==> src/rtl/shift_operand_engine_if.sv <==
// shift_operand_engine_if: request and result handshake bundle for the shifter-operand engine
interface shift_operand_engine_if #(
    parameter int WIDTH = 32
);
    logic             in_valid;
    logic             in_ready;
    logic             imm_mode;
    logic [11:0]      operand;
    logic [WIDTH-1:0] value;
    logic [7:0]       rs_amount;
    logic             carry_in;
    logic             out_valid;
    logic             out_ready;
    logic [WIDTH-1:0] out_result;
    logic             out_carry;
    modport master (
        output in_valid, imm_mode, operand, value, rs_amount, carry_in, out_ready,
        input  in_ready, out_valid, out_result, out_carry
    );
    modport slave (
        input  in_valid, imm_mode, operand, value, rs_amount, carry_in, out_ready,
        output in_ready, out_valid, out_result, out_carry
    );
endinterface

==> src/rtl/shift_operand_engine.sv <==
// shift_operand_engine: iterative ARM shifter operand, STEP bits per cycle; SHIFTER_CARRY_EN enables carry-out tracking
module shift_operand_engine #(
    parameter int WIDTH = 32,
    parameter int STEP  = 1
) (
    input logic                 clk,
    input logic                 reset,
    shift_operand_engine_if.slave bus
);
    localparam int CW = $clog2(WIDTH) + 1;
    localparam int AW = CW > 9 ? CW : 9;
    typedef enum logic [1:0] {IDLE, SHIFT, DONE} state_t;
    typedef enum logic [2:0] {LSL, LSR, ASR, ROR, RRX} shift_t;
    state_t           state_q, state_d;
    shift_t           typ_q, typ_d;
    logic [WIDTH-1:0] val_q, val_d, step_val;
    logic [CW-1:0]    rem_q, n_d, k;
    logic [AW-1:0]    amt_d;
    logic             imm_zero, accept, stepping, cin_q, unused;
    // operand[3:0] names Rm, whose contents already arrive on value
    assign unused   = ^bus.operand[3:0];
    assign accept   = state_q == IDLE && bus.in_valid;
    assign stepping = state_q == SHIFT && rem_q != '0;
    assign imm_zero = !bus.operand[4] && bus.operand[11:7] == 5'd0;
    always_comb begin
        typ_d = bus.imm_mode ? ROR : (bus.operand[6:5] == 2'b11 && imm_zero) ? RRX : shift_t'({1'b0, bus.operand[6:5]});
        amt_d = bus.imm_mode ? AW'({bus.operand[11:8], 1'b0}) : bus.operand[4] ? AW'(bus.rs_amount) :
                (imm_zero && (typ_d == LSR || typ_d == ASR)) ? AW'(WIDTH) : AW'(bus.operand[11:7]);
        n_d = typ_d == RRX ? CW'(1) : typ_d == ROR ? CW'(amt_d[CW-2:0]) : amt_d > AW'(WIDTH) ? CW'(WIDTH) : CW'(amt_d);
        val_d = bus.imm_mode ? WIDTH'(bus.operand[7:0]) : bus.value;
        k = rem_q > CW'(STEP) ? CW'(STEP) : rem_q;
        step_val = typ_q == LSL ? val_q << k :
                   typ_q == LSR ? val_q >> k :
                   typ_q == ASR ? WIDTH'($signed(val_q) >>> k) :
                   typ_q == ROR ? (val_q >> k) | (val_q << (CW'(WIDTH) - k)) :
                   {cin_q, val_q[WIDTH-1:1]};
        state_d = accept ? SHIFT : (state_q == SHIFT && rem_q == '0) ? DONE :
                  (state_q == DONE && bus.out_ready) ? IDLE : state_q;
    end
    assign bus.in_ready   = state_q == IDLE;
    assign bus.out_valid  = state_q == DONE;
    assign bus.out_result = val_q;
    always_ff @(posedge clk) begin
        if (reset) begin
            state_q <= IDLE;
            typ_q   <= LSL;
            val_q   <= '0;
            rem_q   <= '0;
            cin_q   <= 1'b0;
        end else begin
            state_q <= state_d;
            if (accept) begin
                typ_q <= typ_d;
                val_q <= val_d;
                rem_q <= n_d;
                cin_q <= bus.carry_in;
            end else if (stepping) begin
                val_q <= step_val;
                rem_q <= rem_q - k;
            end
        end
    end
`ifdef SHIFTER_CARRY_EN
    logic             carry_q, over_q, over_d, carry_d, step_carry;
    logic [WIDTH-1:0] lsl_t, rsh_t;
    always_comb begin
        over_d = (typ_d == LSL || typ_d == LSR || typ_d == ASR) && amt_d > AW'(WIDTH);
        // rotates with a nonzero amount report the new top bit even when n wraps to 0
        carry_d = typ_d == ROR && amt_d != '0 ? val_d[WIDTH-1] : bus.carry_in;
        lsl_t = val_q << (k - CW'(1));
        rsh_t = val_q >> (k - CW'(1));
        step_carry = over_q && typ_q != ASR ? 1'b0 : typ_q == LSL ? lsl_t[WIDTH-1] : rsh_t[0];
    end
    always_ff @(posedge clk) begin
        if (reset) begin
            carry_q <= 1'b0;
            over_q  <= 1'b0;
        end else if (accept) begin
            carry_q <= carry_d;
            over_q  <= over_d;
        end else if (stepping) begin
            carry_q <= step_carry;
        end
    end
    assign bus.out_carry = carry_q;
`else
    assign bus.out_carry = 1'b0;
`endif
endmodule

==> src/flat_wrapper.sv <==
// flat-port wrapper written by rule: the top's interface ports become plain ports
module shift_operand_engine_flat 
#(
    parameter int WIDTH = 32,
    parameter int STEP  = 1
)
  (clk, reset, bus_in_valid, bus_imm_mode, bus_operand, bus_value, bus_rs_amount, bus_carry_in, bus_out_ready, bus_in_ready, bus_out_valid, bus_out_result, bus_out_carry);
  shift_operand_engine_if #(.WIDTH(WIDTH)) bus_i ();
  input logic clk;
  input logic reset;
  input wire logic [$bits(bus_i.in_valid)-1:0] bus_in_valid;
  input wire logic [$bits(bus_i.imm_mode)-1:0] bus_imm_mode;
  input wire logic [$bits(bus_i.operand)-1:0] bus_operand;
  input wire logic [$bits(bus_i.value)-1:0] bus_value;
  input wire logic [$bits(bus_i.rs_amount)-1:0] bus_rs_amount;
  input wire logic [$bits(bus_i.carry_in)-1:0] bus_carry_in;
  input wire logic [$bits(bus_i.out_ready)-1:0] bus_out_ready;
  output wire logic [$bits(bus_i.in_ready)-1:0] bus_in_ready;
  output wire logic [$bits(bus_i.out_valid)-1:0] bus_out_valid;
  output wire logic [$bits(bus_i.out_result)-1:0] bus_out_result;
  output wire logic [$bits(bus_i.out_carry)-1:0] bus_out_carry;
  assign bus_i.in_valid = bus_in_valid;
  assign bus_i.imm_mode = bus_imm_mode;
  assign bus_i.operand = bus_operand;
  assign bus_i.value = bus_value;
  assign bus_i.rs_amount = bus_rs_amount;
  assign bus_i.carry_in = bus_carry_in;
  assign bus_i.out_ready = bus_out_ready;
  assign bus_in_ready = bus_i.in_ready;
  assign bus_out_valid = bus_i.out_valid;
  assign bus_out_result = bus_i.out_result;
  assign bus_out_carry = bus_i.out_carry;
  shift_operand_engine #(.WIDTH(WIDTH), .STEP(STEP)) u_core (.clk(clk), .reset(reset), .bus(bus_i));
endmodule
==> config.mk <==
export PLATFORM = sky130hd
export DESIGN_NAME = shift_operand_engine_flat
export DESIGN_NICKNAME = d
export VERILOG_FILES = /design/src/rtl/shift_operand_engine_if.sv /design/src/rtl/shift_operand_engine.sv /design/src/flat_wrapper.sv
export SDC_FILE = /design/constraint.sdc
export NUM_CORES = 1
export LEC_CHECK = 0
export BUFFER_PORTS_ARGS = -buffer_cell sky130_fd_sc_hd__buf_4
export CAP_MARGIN = 20
export CORE_AREA = 2 2 123 125
export DETAILED_ROUTE_END_ITERATION = 10
export DIE_AREA = 0 0 125 127
export SLEW_MARGIN = 5
export SYNTH_ARGS = -nofsm -noshare
export SYNTH_HDL_FRONTEND = slang
export SYNTH_SLANG_ARGS = --single-unit
==> constraint.sdc <==
create_clock -name clk -period 4.75 [get_ports clk]
set_input_delay 0.95 -clock clk [delete_from_list [all_inputs] [get_ports clk]]
set_output_delay 0.95 -clock clk [all_outputs]
set_load 0.01 [all_outputs]
==> flow_summary.json, run 1 <==
{
  "drive_gt1_frac": 0.242,
  "crit_chain": "nor2_1 > nand2_4 > inv_2 > ha_1 > nor2b_1 > nand4_1 > a21oi_1 > o22ai_1 > a211oi_1",
  "cp.arrival_ns": 3.93,
  "htree_levels": 2,
  "ys_types": 73,
  "synth.avg_cell_area_um2": 7.65,
  "drtIter0Drc": 385,
  "reg2reg_depth": 9,
  "grt_pass1_wl_mm": 23.4,
  "slew_headroom": 0.383,
  "die_h_um": 127,
  "cellPowerDensity_nw_per_um2": 417,
  "synthToLayoutAreaGrowth_pct": 26.1,
  "synth_flop_cell": "dfxtp_1",
  "finalHoldViolations": 0,
  "synth-seq-area-share": 0.236,
  "ys_async_sr_fraction": 0,
  "clock-sinks": 44,
  "critical_path.max_fanout": 22,
  "min_period_over_period": 0.784,
  "die-area_um2": 15900,
  "pwr-share-seq": 0.298,
  "reg2reg_to": "u_core.bus.out_result[10]",
  "critPathKind": "reg2reg",
  "overflow": 0,
  "place.gp.congestion": 0.908,
  "cts_tree": "yes",
  "skew_ns": 0.00288,
  "place_inst": 729,
  "min_from": "u_core.cin_q",
  "setup_violations": 0,
  "port_buffers": 91,
  "yosys_warnings": 0,
  "fmax_mhz": 268,
  "status": "complete, no violations",
  "slew_violations": 0,
  "drc": 0,
  "ant_nets": 0,
  "holdPathStages": 2,
  "die_w_um": 125,
  "clockPowerShare": 0.204,
  "setup_tns_ns": 0,
  "rsz0062_at_grt": "false",
  "cp.required_ns": 4.95,
  "post_cts_resized": 0,
  "fin_cells": 738,
  "cts_setup_buffers": 0,
  "diodes": 0,
  "hold_buffers": 0,
  "first_global_vias": 4049,
  "grt_max_degree": 36,
  "nets": 613,
  "p_leak_nw": 1.85,
  "wirelength_mm": 15.2,
  "vias_per_cell": 5.86,
  "switching_share": 0.440,
  "netlist_area_um2": 3730,
  "tightest_slew_ns": 0.922,
  "peakVddDrop_mv": 0.190,
  "cpPeakStageDelay_ns": 0.72,
  "antenna_found_initial": 0,
  "firstDrtPassIters": 5,
  "worstSetupEndpointType": "register",
  "core_um2": 14400,
  "dp_hpwl_mm": 10.9,
  "clock_latency_ns": 0.29,
  "p_int_mw": 1.10,
  "drv_cap": 0,
  "postSynthCellCount": 488,
  "syn-num-nets": 548,
  "worst-r2r-setup-slack_ns": 1.02,
  "hold_path_end": "u_core.cin_q",
  "wl_per_cell_um": 20.6,
  "synth_edf_count": 0,
  "path_clk_slew_ns": 0.06,
  "hp-class": "reg2reg",
  "r2r_start": "u_core.rem_q[0]",
  "p_sw_mw": 0.864,
  "boundaryPins": 93,
  "critPathLaunchType": "register",
  "cts-root-buf": "clkbuf_16",
  "synth_seq_cells": 44,
  "start_util": 0.259,
  "crit_slowest_cell": "nor2_1",
  "numCtsBuffers": 5,
  "via_count": 4323,
  "finalCriticalPeriod_ns": 3.73,
  "cts_buffer_depth": 2,
  "track_usage": 0.184,
  "rows": 44,
  "comb_power_share": 0.499
}
==> metrics by stage <==
step / util / setup slack (ns) / power, mW / area (µm²) / hold WS [ns]
after detailed placement: 0.314 / 1.14 / 1.55 / 4530 / 0.490
after floorplan: - / 1.89 / 1.22 / 3730 / 0.459
after global placement: 0.314 / 1.21 / 1.54 / 4530 / 0.487
after global routing: 0.326 / 0.747 / 2.08 / 4710 / 0.514
final: 0.326 / 1.02 / 1.96 / 4710 / 0.518
after CTS: 0.326 / 1.11 / 1.96 / 4700 / 0.498
==> power by group through the flow <==
stage                     Clock (mW)  Sequential [mW]  Combinational [mW]
after floorplan                    0            0.547               0.670
after global placement             0            0.589               0.955
after detailed placement           0            0.589               0.964
after CTS                      0.409            0.581               0.967
after global routing           0.424            0.598                1.06
final                          0.400            0.584               0.978
==> state kept, by name (all words and copies together), names as in the netlist <==
name                   count
u_core.typ_q               3
u_core.rem_q               6
u_core.cin_q               1
u_core.bus.out_result     32
u_core.state_q             2
==> area by class of cell <==
| type | count | area [µm²] |
|---|---|---|
| fill | 1581 | 9720 |
| multi-input combinational | 392 | 2630 |
| sequential | 44 | 881 |
| timing repair buffer | 102 | 769 |
| tap | 184 | 230 |
| clock buffer | 6 | 129 |
| clock inverter | 2 | 35.0 |
| inverter | 8 | 30.0 |
==> metal layers <==
layer | global-route usage | wire, µm | up-vias
met1 | 0.248 | 6710 | 2066
met5 | 0 | 0 | -
li1 | - | - | 2013
met3 | 0.0385 | 1180 | 24
met2 | 0.296 | 7000 | 220
met4 | 0.0601 | 320 | 0
==> critical path, delay by kind of cell (launching register included) <==
kind / cells / cell delay (ns)
AND/OR/NAND/NOR: 4 / 1.62
adder cells (fa/ha/maj): 1 / 0.65
AO/OA/AOI/OAI: 3 / 0.51
buffers and inverters: 1 / 0.48
flip-flops: 1 / 0.37
==> worst max-delay path by stage <==
stage / startpoint / to / slack (ns) / cells after the start
after floorplan: u_core.rem_q[1] / u_core.bus.out_result[30] / 1.89 / 13
after global placement: u_core.rem_q[0] / u_core.bus.out_result[10] / 1.21 / 9
after detailed placement: u_core.rem_q[0] / u_core.bus.out_result[25] / 1.14 / 7
after CTS: u_core.rem_q[0] / u_core.bus.out_result[10] / 1.11 / 9
after global routing: u_core.rem_q[0] / u_core.bus.out_result[10] / 0.75 / 9
final: u_core.rem_q[0] / u_core.bus.out_result[10] / 1.02 / 9
==> synthesized netlist by cell type (4+ instances only) <==
master	n	area share
nor4_1	10	0.017
o22ai_1	8	0.013
a32oi_1	4	0.0094
nand2_1	42	0.042
a211o_1	5	0.012
nor2b_1	8	0.013
buf_2	6	0.0080
or3_1	5	0.0084
inv_1	5	0.0050
nor3_1	26	0.035
nand2b_1	4	0.0067
a211oi_1	6	0.012
buf_1	7	0.0070
o211a_1	6	0.016
mux4_2	5	0.030
clkbuf_1	27	0.027
a31oi_1	12	0.020
o221ai_1	6	0.014
nand4_1	9	0.015
o211ai_1	8	0.016
nor2_1	32	0.032
mux2i_1	34	0.091
a21oi_1	61	0.082
o21ai_0	16	0.021
dfxtp_1	44	0.24
nand3_1	9	0.012
a221oi_1	5	0.012
and3_1	5	0.0084
o21bai_1	4	0.0080
==> cell families (layout without fill, tap and decap cells) <==
group | count (synthesis) | in the layout | synth area share
AO/OA/AOI/OAI | 178 | 178 | 0.330
XOR/XNOR | 5 | 5 | 0.0117
adder cells (fa/ha/maj) | 2 | 2 | 0.00670
buffers and inverters | 52 | 118 | 0.0613
flip-flops | 44 | 44 | 0.236
multiplexers | 43 | 43 | 0.133
other | 2 | 2 | 0.00201
AND/OR/NAND/NOR | 162 | 162 | 0.219
==> cell usage in the layout, fill, tap and decap left out, types with 3 or more instances in the layout <==
cell       count
a31oi_1       12
dfxtp_1       44
nor3_1        25
a221oi_1       5
o221a_2        3
o211a_1        6
nand4_1        9
nor2b_1        8
mux2_2         3
and3_1         5
a211oi_1       6
o21ai_0       16
inv_1          5
buf_4        101
nand3_1        9
o21bai_1       4
nand2_1       42
mux2i_1       34
nand2b_1       4
o21a_1         3
nor4_1        10
a32o_1         3
mux4_2         5
clkbuf_16      5
or3_1          5
a32oi_1        4
a211o_1        5
o22ai_1        8
xor2_1         3
o221ai_1       6
a21oi_1       60
a22o_1         3
o211ai_1       8
nor2_1        32
(Power assumes the default switching activity.)
==> run 2, diff against run 1 <==
- clock period: 4.75 -> 3.2 ns (I/O delays scaled with it)
==> flow_summary.json, run 2 (synthesized netlist as in run 1, its figures left out) <==
{
  "r2r_start": "u_core.rem_q[0]",
  "switching_share": 0.440,
  "die_w_um": 125,
  "hold_path_end": "u_core.cin_q",
  "min_from": "u_core.cin_q",
  "fill_cells": 1554,
  "tightest_slew_ns": 0.817,
  "cpPeakStageDelay_ns": 0.56,
  "clock-sinks": 44,
  "via_count": 4355,
  "numCtsBuffers": 5,
  "first_global_vias": 4227,
  "min_period_over_period": 0.777,
  "drtIter0Drc": 319,
  "start_util": 0.259,
  "p_leak_nw": 1.91,
  "diodes": 0,
  "critical_path.max_fanout": 12,
  "skew_ns": 0.00631,
  "holdPathStages": 2,
  "place_inst": 743,
  "synthToLayoutAreaGrowth_pct": 28.7,
  "cts_setup_buffers": 0,
  "fin_util": 0.333,
  "die-area_um2": 15900,
  "finalHoldViolations": 0,
  "reg2reg_to": "u_core.bus.out_result[16]",
  "track_usage": 0.188,
  "vias_per_cell": 5.80,
  "status": "complete, no violations",
  "clock_latency_ns": 0.29,
  "antenna_found_initial": 0,
  "cellPowerDensity_nw_per_um2": 622,
  "drive_gt1_frac": 0.261,
  "pwr-share-seq": 0.289,
  "cp.arrival_ns": 2.63,
  "core_um2": 14400,
  "layout_common_cells": "buf_4 (115), a21oi_1 (60), dfxtp_1 (44)",
  "crit_chain": "nor2_1 > nand2_4 > inv_2 > ha_1 > clkinv_1 > mux4_2 > o211ai_1 > a31oi_1",
  "grtUsageMet3": 0.0410,
  "setup_violations": 0,
  "grt_pass1_wl_mm": 24.1,
  "boundaryPins": 93,
  "wirelength_mm": 15.3,
  "setup_tns_ns": 0,
  "critPathKind": "reg2reg",
  "rows": 44,
  "cts_tree": "yes",
  "peakVddDrop_mv": 0.238,
  "finalCriticalPeriod_ns": 2.49,
  "clockPowerShare": 0.203,
  "cts_buffer_depth": 2,
  "rsz0062_at_grt": "false",
  "p_int_mw": 1.67,
  "grt_use_met2": 0.303,
  "hp-class": "reg2reg",
  "crit_slowest_cell": "ha_1",
  "htree_levels": 2,
  "path_clk_slew_ns": 0.07,
  "worst-r2r-setup-slack_ns": 0.71,
  "gr-usage-met1": 0.257,
  "worstSetupEndpointType": "register",
  "overflow": 0,
  "post_cts_resized": 0,
  "drc": 0,
  "dp_hpwl_mm": 11.2,
  "hold_buffers": 0,
  "port_buffers": 91,
  "cts-root-buf": "clkbuf_16",
  "fmax_mhz": 402,
  "ant_nets": 0,
  "firstDrtPassIters": 5,
  "fin_cells": 751,
  "comb_power_share": 0.508,
  "critPathLaunchType": "register",
  "mostFrequentLayoutCell": "buf_4",
  "reg2reg_depth": 8,
  "cp.required_ns": 3.34,
  "nets": 626,
  "p_sw_mw": 1.31,
  "place.gp.congestion": 0.983,
  "drv_cap": 0,
  "wl_per_cell_um": 20.4,
  "slew_violations": 0,
  "grt.busiest_layer": "met2",
  "grt_max_degree": 24,
  "die_h_um": 127,
  "largest_reg_flops": 32,
  "slew_headroom": 0.452
}
[run 2: changes by cell type in the layout (fill, tap and decap cells not counted), sizes merged]
cell	before	now
buf	102	115
clkinvlp	0	1
clkbuf	6	5
[run 2: area by class of cell]
type                            instances  area, µm²  share of cell area
Timing Repair Buffer                  115        863               0.180
Multi-Input combinational cell        392       2630               0.548
Inverter                                8       30.0             0.00625
Sequential cell                        44        881               0.183
Clock inverter                          3       42.5             0.00885
Clock buffer                            5        125              0.0260
Tap cell                              184        230              0.0479
[run 2: worst max-delay path, delay by kind of cell, from the launching register on]
family / cells / cell delay [ns]
buf+inv: 2 / 0.45
mux: 1 / 0.41
compound gates: 2 / 0.24
flops: 1 / 0.45
fa+ha+maj: 1 / 0.56
simple gates: 2 / 0.21
[run 2: power groups by stage]
stage | Sequential, mW | Clock [mW] | Combinational (mW)
6_report | 0.865 | 0.606 | 1.52
5_1_grt | 0.880 | 0.635 | 1.65
4_1_cts | 0.859 | 0.610 | 1.50
3_5_place_dp | 0.871 | 0 | 1.50
3_3_place_gp | 0.867 | 0 | 1.49
2_1_floorplan | 0.812 | 0 | 0.994
[run 2: routing by layer]
layer	wire length, µm	vias to the layer above
met2	7110	208
met5	0	-
met1	6760	2099
li1	-	2034
met3	1270	14
met4	155	0
[run 2: how the worst max path moves through the flow]
| stage | start | cells after the start | to |
|---|---|---|---|
| 2_1_floorplan | u_core.rem_q[1] | 13 | u_core.bus.out_result[30] |
| 3_3_place_gp | u_core.rem_q[1] | 10 | u_core.bus.out_result[17] |
| 3_5_place_dp | u_core.rem_q[1] | 10 | u_core.bus.out_result[17] |
| 4_1_cts | u_core.rem_q[1] | 10 | u_core.bus.out_result[17] |
| 5_1_grt | u_core.rem_q[0] | 8 | u_core.bus.out_result[16] |
| 6_report | u_core.rem_q[0] | 8 | u_core.bus.out_result[16] |
[run 2: stage by stage]
step,cell area [µm²],power [mW],hold slack [ns],setup slack [ns]
floorplan,3730,1.81,0.459,0.341
global placement,4640,2.36,0.493,0.761
detailed placement,4640,2.37,0.506,0.750
CTS,4800,2.97,0.517,0.733
global route,4800,3.16,0.531,0.557
finish,4800,2.99,0.513,0.713
==> run 3, diff against run 2 <==
- ABC_AREA: not set -> 1
- CORE_AREA: 2 2 123 125 -> 2 2 129 131
- DIE_AREA: 0 0 125 127 -> 0 0 131 133
- clock period: 3.2 -> 2.1 ns (I/O delays scaled with it)
==> flow_summary.json, run 3 <==
{
  "synthTopCellsByArea": "dfxtp_1 (22%), nand2_1 (21%), o21ai_0 (11%), a21oi_1 (10%), inv_1 (6.6%)",
  "fmax_mhz": 500,
  "largest_reg_flops": 32,
  "cp.required_ns": 2.30,
  "antenna_found_initial": 0,
  "drc": 0,
  "drtIter0Drc": 340,
  "mostFrequentLayoutCell": "nand2_1",
  "clock-sinks": 44,
  "rows": 47,
  "synth.top_cell.area_share": 0.216,
  "netlist_area_um2": 4080,
  "postSynthCellCount": 734,
  "ys_types": 39,
  "drive_gt1_frac": 0.197,
  "finalHoldViolations": 0,
  "grt_pass1_wl_mm": 24.0,
  "synth_flop_cell": "dfxtp_1",
  "nets": 880,
  "tightest_slew_ns": 0.662,
  "p_leak_nw": 2.51,
  "synth_compound_area_frac": 0.308,
  "htree_levels": 2,
  "cts_buffer_depth": 2,
  "p_total_mw": 8.20,
  "grt_max_degree": 54,
  "ys_async_sr_fraction": 0,
  "min_period_over_period": 0.952,
  "port_buffers": 91,
  "synth_edf_count": 0,
  "path_clk_slew_ns": 0.07,
  "peakVddDrop_mv": 0.693,
  "worstSetupEndpointType": "register",
  "setup_violations": 0,
  "ys_top_cells_by_count": "nand2_1 (225), o21ai_0 (92), a21oi_1 (85)",
  "yosys.area.top_type": "dfxtp_1",
  "cts-root-buf": "clkbuf_16",
  "setup_tns_ns": 0,
  "firstDrtPassIters": 5,
  "rsz0062_at_grt": "false",
  "yosys_warnings": 0,
  "core_um2": 16200,
  "skew_ns": 0.00871,
  "yosysMostFrequentCell": "nand2_1",
  "first_global_vias": 4737,
  "dp_hpwl_mm": 11.3,
  "synth.avg_cell_area_um2": 5.56,
  "start_util": 0.252,
  "synthXorXnorAreaFrac": 0,
  "synth-seq-area-share": 0.216,
  "critical_path.max_fanout": 8,
  "synth_seq_cells": 44,
  "cts_tree": "yes",
  "die-area_um2": 17400,
  "syn-num-nets": 794,
  "status": "complete, no violations",
  "numCtsBuffers": 5,
  "wl_per_cell_um": 14.2,
  "wirelength_mm": 14.8,
  "diodes": 0,
  "yosys.area_share.adder": 0.00613,
  "critPathKind": "reg2reg",
  "yosys.area_share.simple": 0.347,
  "via_count": 5065,
  "fill_cells": 1819,
  "drv_cap": 0,
  "cellPowerDensity_nw_per_um2": 1540,
  "multi_input_area_um2": 2730,
  "vias_per_cell": 4.87,
  "die_h_um": 133,
  "clock_latency_ns": 0.31,
  "finalCriticalPeriod_ns": 2.00,
  "seqCellArea_um2": 885,
  "slew_violations": 0,
  "hp-class": "in2reg",
  "synthToLayoutAreaGrowth_pct": 30.1,
  "synth.area.mux_share": 0,
  "boundaryPins": 93,
  "slew_headroom": 0.559,
  "layout_common_cells": "nand2_1 (225), buf_4 (119), o21ai_0 (92)",
  "place.gp.congestion": 0.919,
  "cp.arrival_ns": 2.20,
  "die_w_um": 131,
  "ant_nets": 0,
  "synth_top_family_by_area": "simple AND/OR/NAND/NOR gates",
  "overflow": 0,
  "track_usage": 0.173,
  "critPathLaunchType": "register"
}
==> run 3: changes by cell type in the layout (fill, tap and decap cells not counted), moves of 8 or more <==
cell and change:
nand2_1 +183, o21ai_0 +76, inv_1 +65, nand3_1 +42
mux2i_1 -34, a21oi_1 +25, nor3_1 -22, o21ai_1 +15
nor4_1 -10, nor2b_1 -8
==> run 3: kinds of logic (layout without fill, tap and decap cells) <==
| group | count (synthesis) | in the layout |
|---|---|---|
| simple gates | 333 | 333 |
| buf+inv | 121 | 208 |
| compound gates | 232 | 232 |
| other cells | 2 | 2 |
| flops | 44 | 44 |
| fa+ha+maj | 2 | 2 |
==> run 3: area by class of cell <==
class	count	share of cell area
clock inverter	3	0.00801
inverter	77	0.0544
sequential	44	0.167
multi-input combinational	569	0.514
clock buffer	5	0.0236
tap	220	0.0519
timing repair buffer	123	0.182
==> run 3: path summary, 6_finish.rpt <==
path,startpoint,endpoint,cells past startpoint,slack [ns]
max,u_core.rem_q[1],u_core.bus.out_result[14],13,0.10
min,bus_value[9],u_core.bus.out_result[9],3,0.37
max reg2reg,u_core.rem_q[1],u_core.bus.out_result[14],13,0.10
min reg2reg,u_core.bus.out_result[0],u_core.bus.out_result[0],2,0.51
==> run 3: repair_timing <==
action | 4_1_cts | 5_1_grt
hold buffers | 0 | 0
gates resized for setup | 0 | 8
setup buffers | 0 | 2
endpoints found under the setup margin | 0 | 21
==> run 3: metrics by stage <==
step / hold slack [ns] / instances / instance area (µm²) / setup slack (ns) / util
finish: 0.371 / 1041 / 5310 / 0.101 / 0.328
global route: 0.366 / 1041 / 5310 / 0.0107 / 0.328
CTS: 0.362 / 1038 / 5270 / 0.108 / 0.326
detailed placement: 0.502 / 1030 / 5100 / 0.128 / 0.315
global placement: 0.502 / 1030 / 5100 / 0.161 / 0.315
floorplan: 0.455 / 734 / 4090 / 0.0523 / -
==> run 3: metal layers <==
metal,track usage,wire (µm),vias up
li1,-,-,2616
met1,0.230,6750,2280
met2,0.277,6820,144
met3,0.0364,905,25
met4,0.0561,314,0
met5,0,0,-
==> run 3: critical path, stage by stage, from the launching register on <==
cell and delay, ns:
dfxtp_2 0.35, nor2_4 0.15, nand3_4 0.11, inv_2 0.07, ha_2 0.28, buf_4 0.17, nand3_1 0.08, nand2_1 0.05
o21ai_0 0.23, nand3_1 0.10, nand2_1 0.07, o21ai_0 0.09, nand2_1 0.08, a21oi_1 0.05
==> run 3: power breakdown <==
part	internal [mW]	total, mW	switching, mW
combinational	2.17	5.78	3.61
clock	0.560	0.934	0.374
sequential	1.12	1.49	0.363
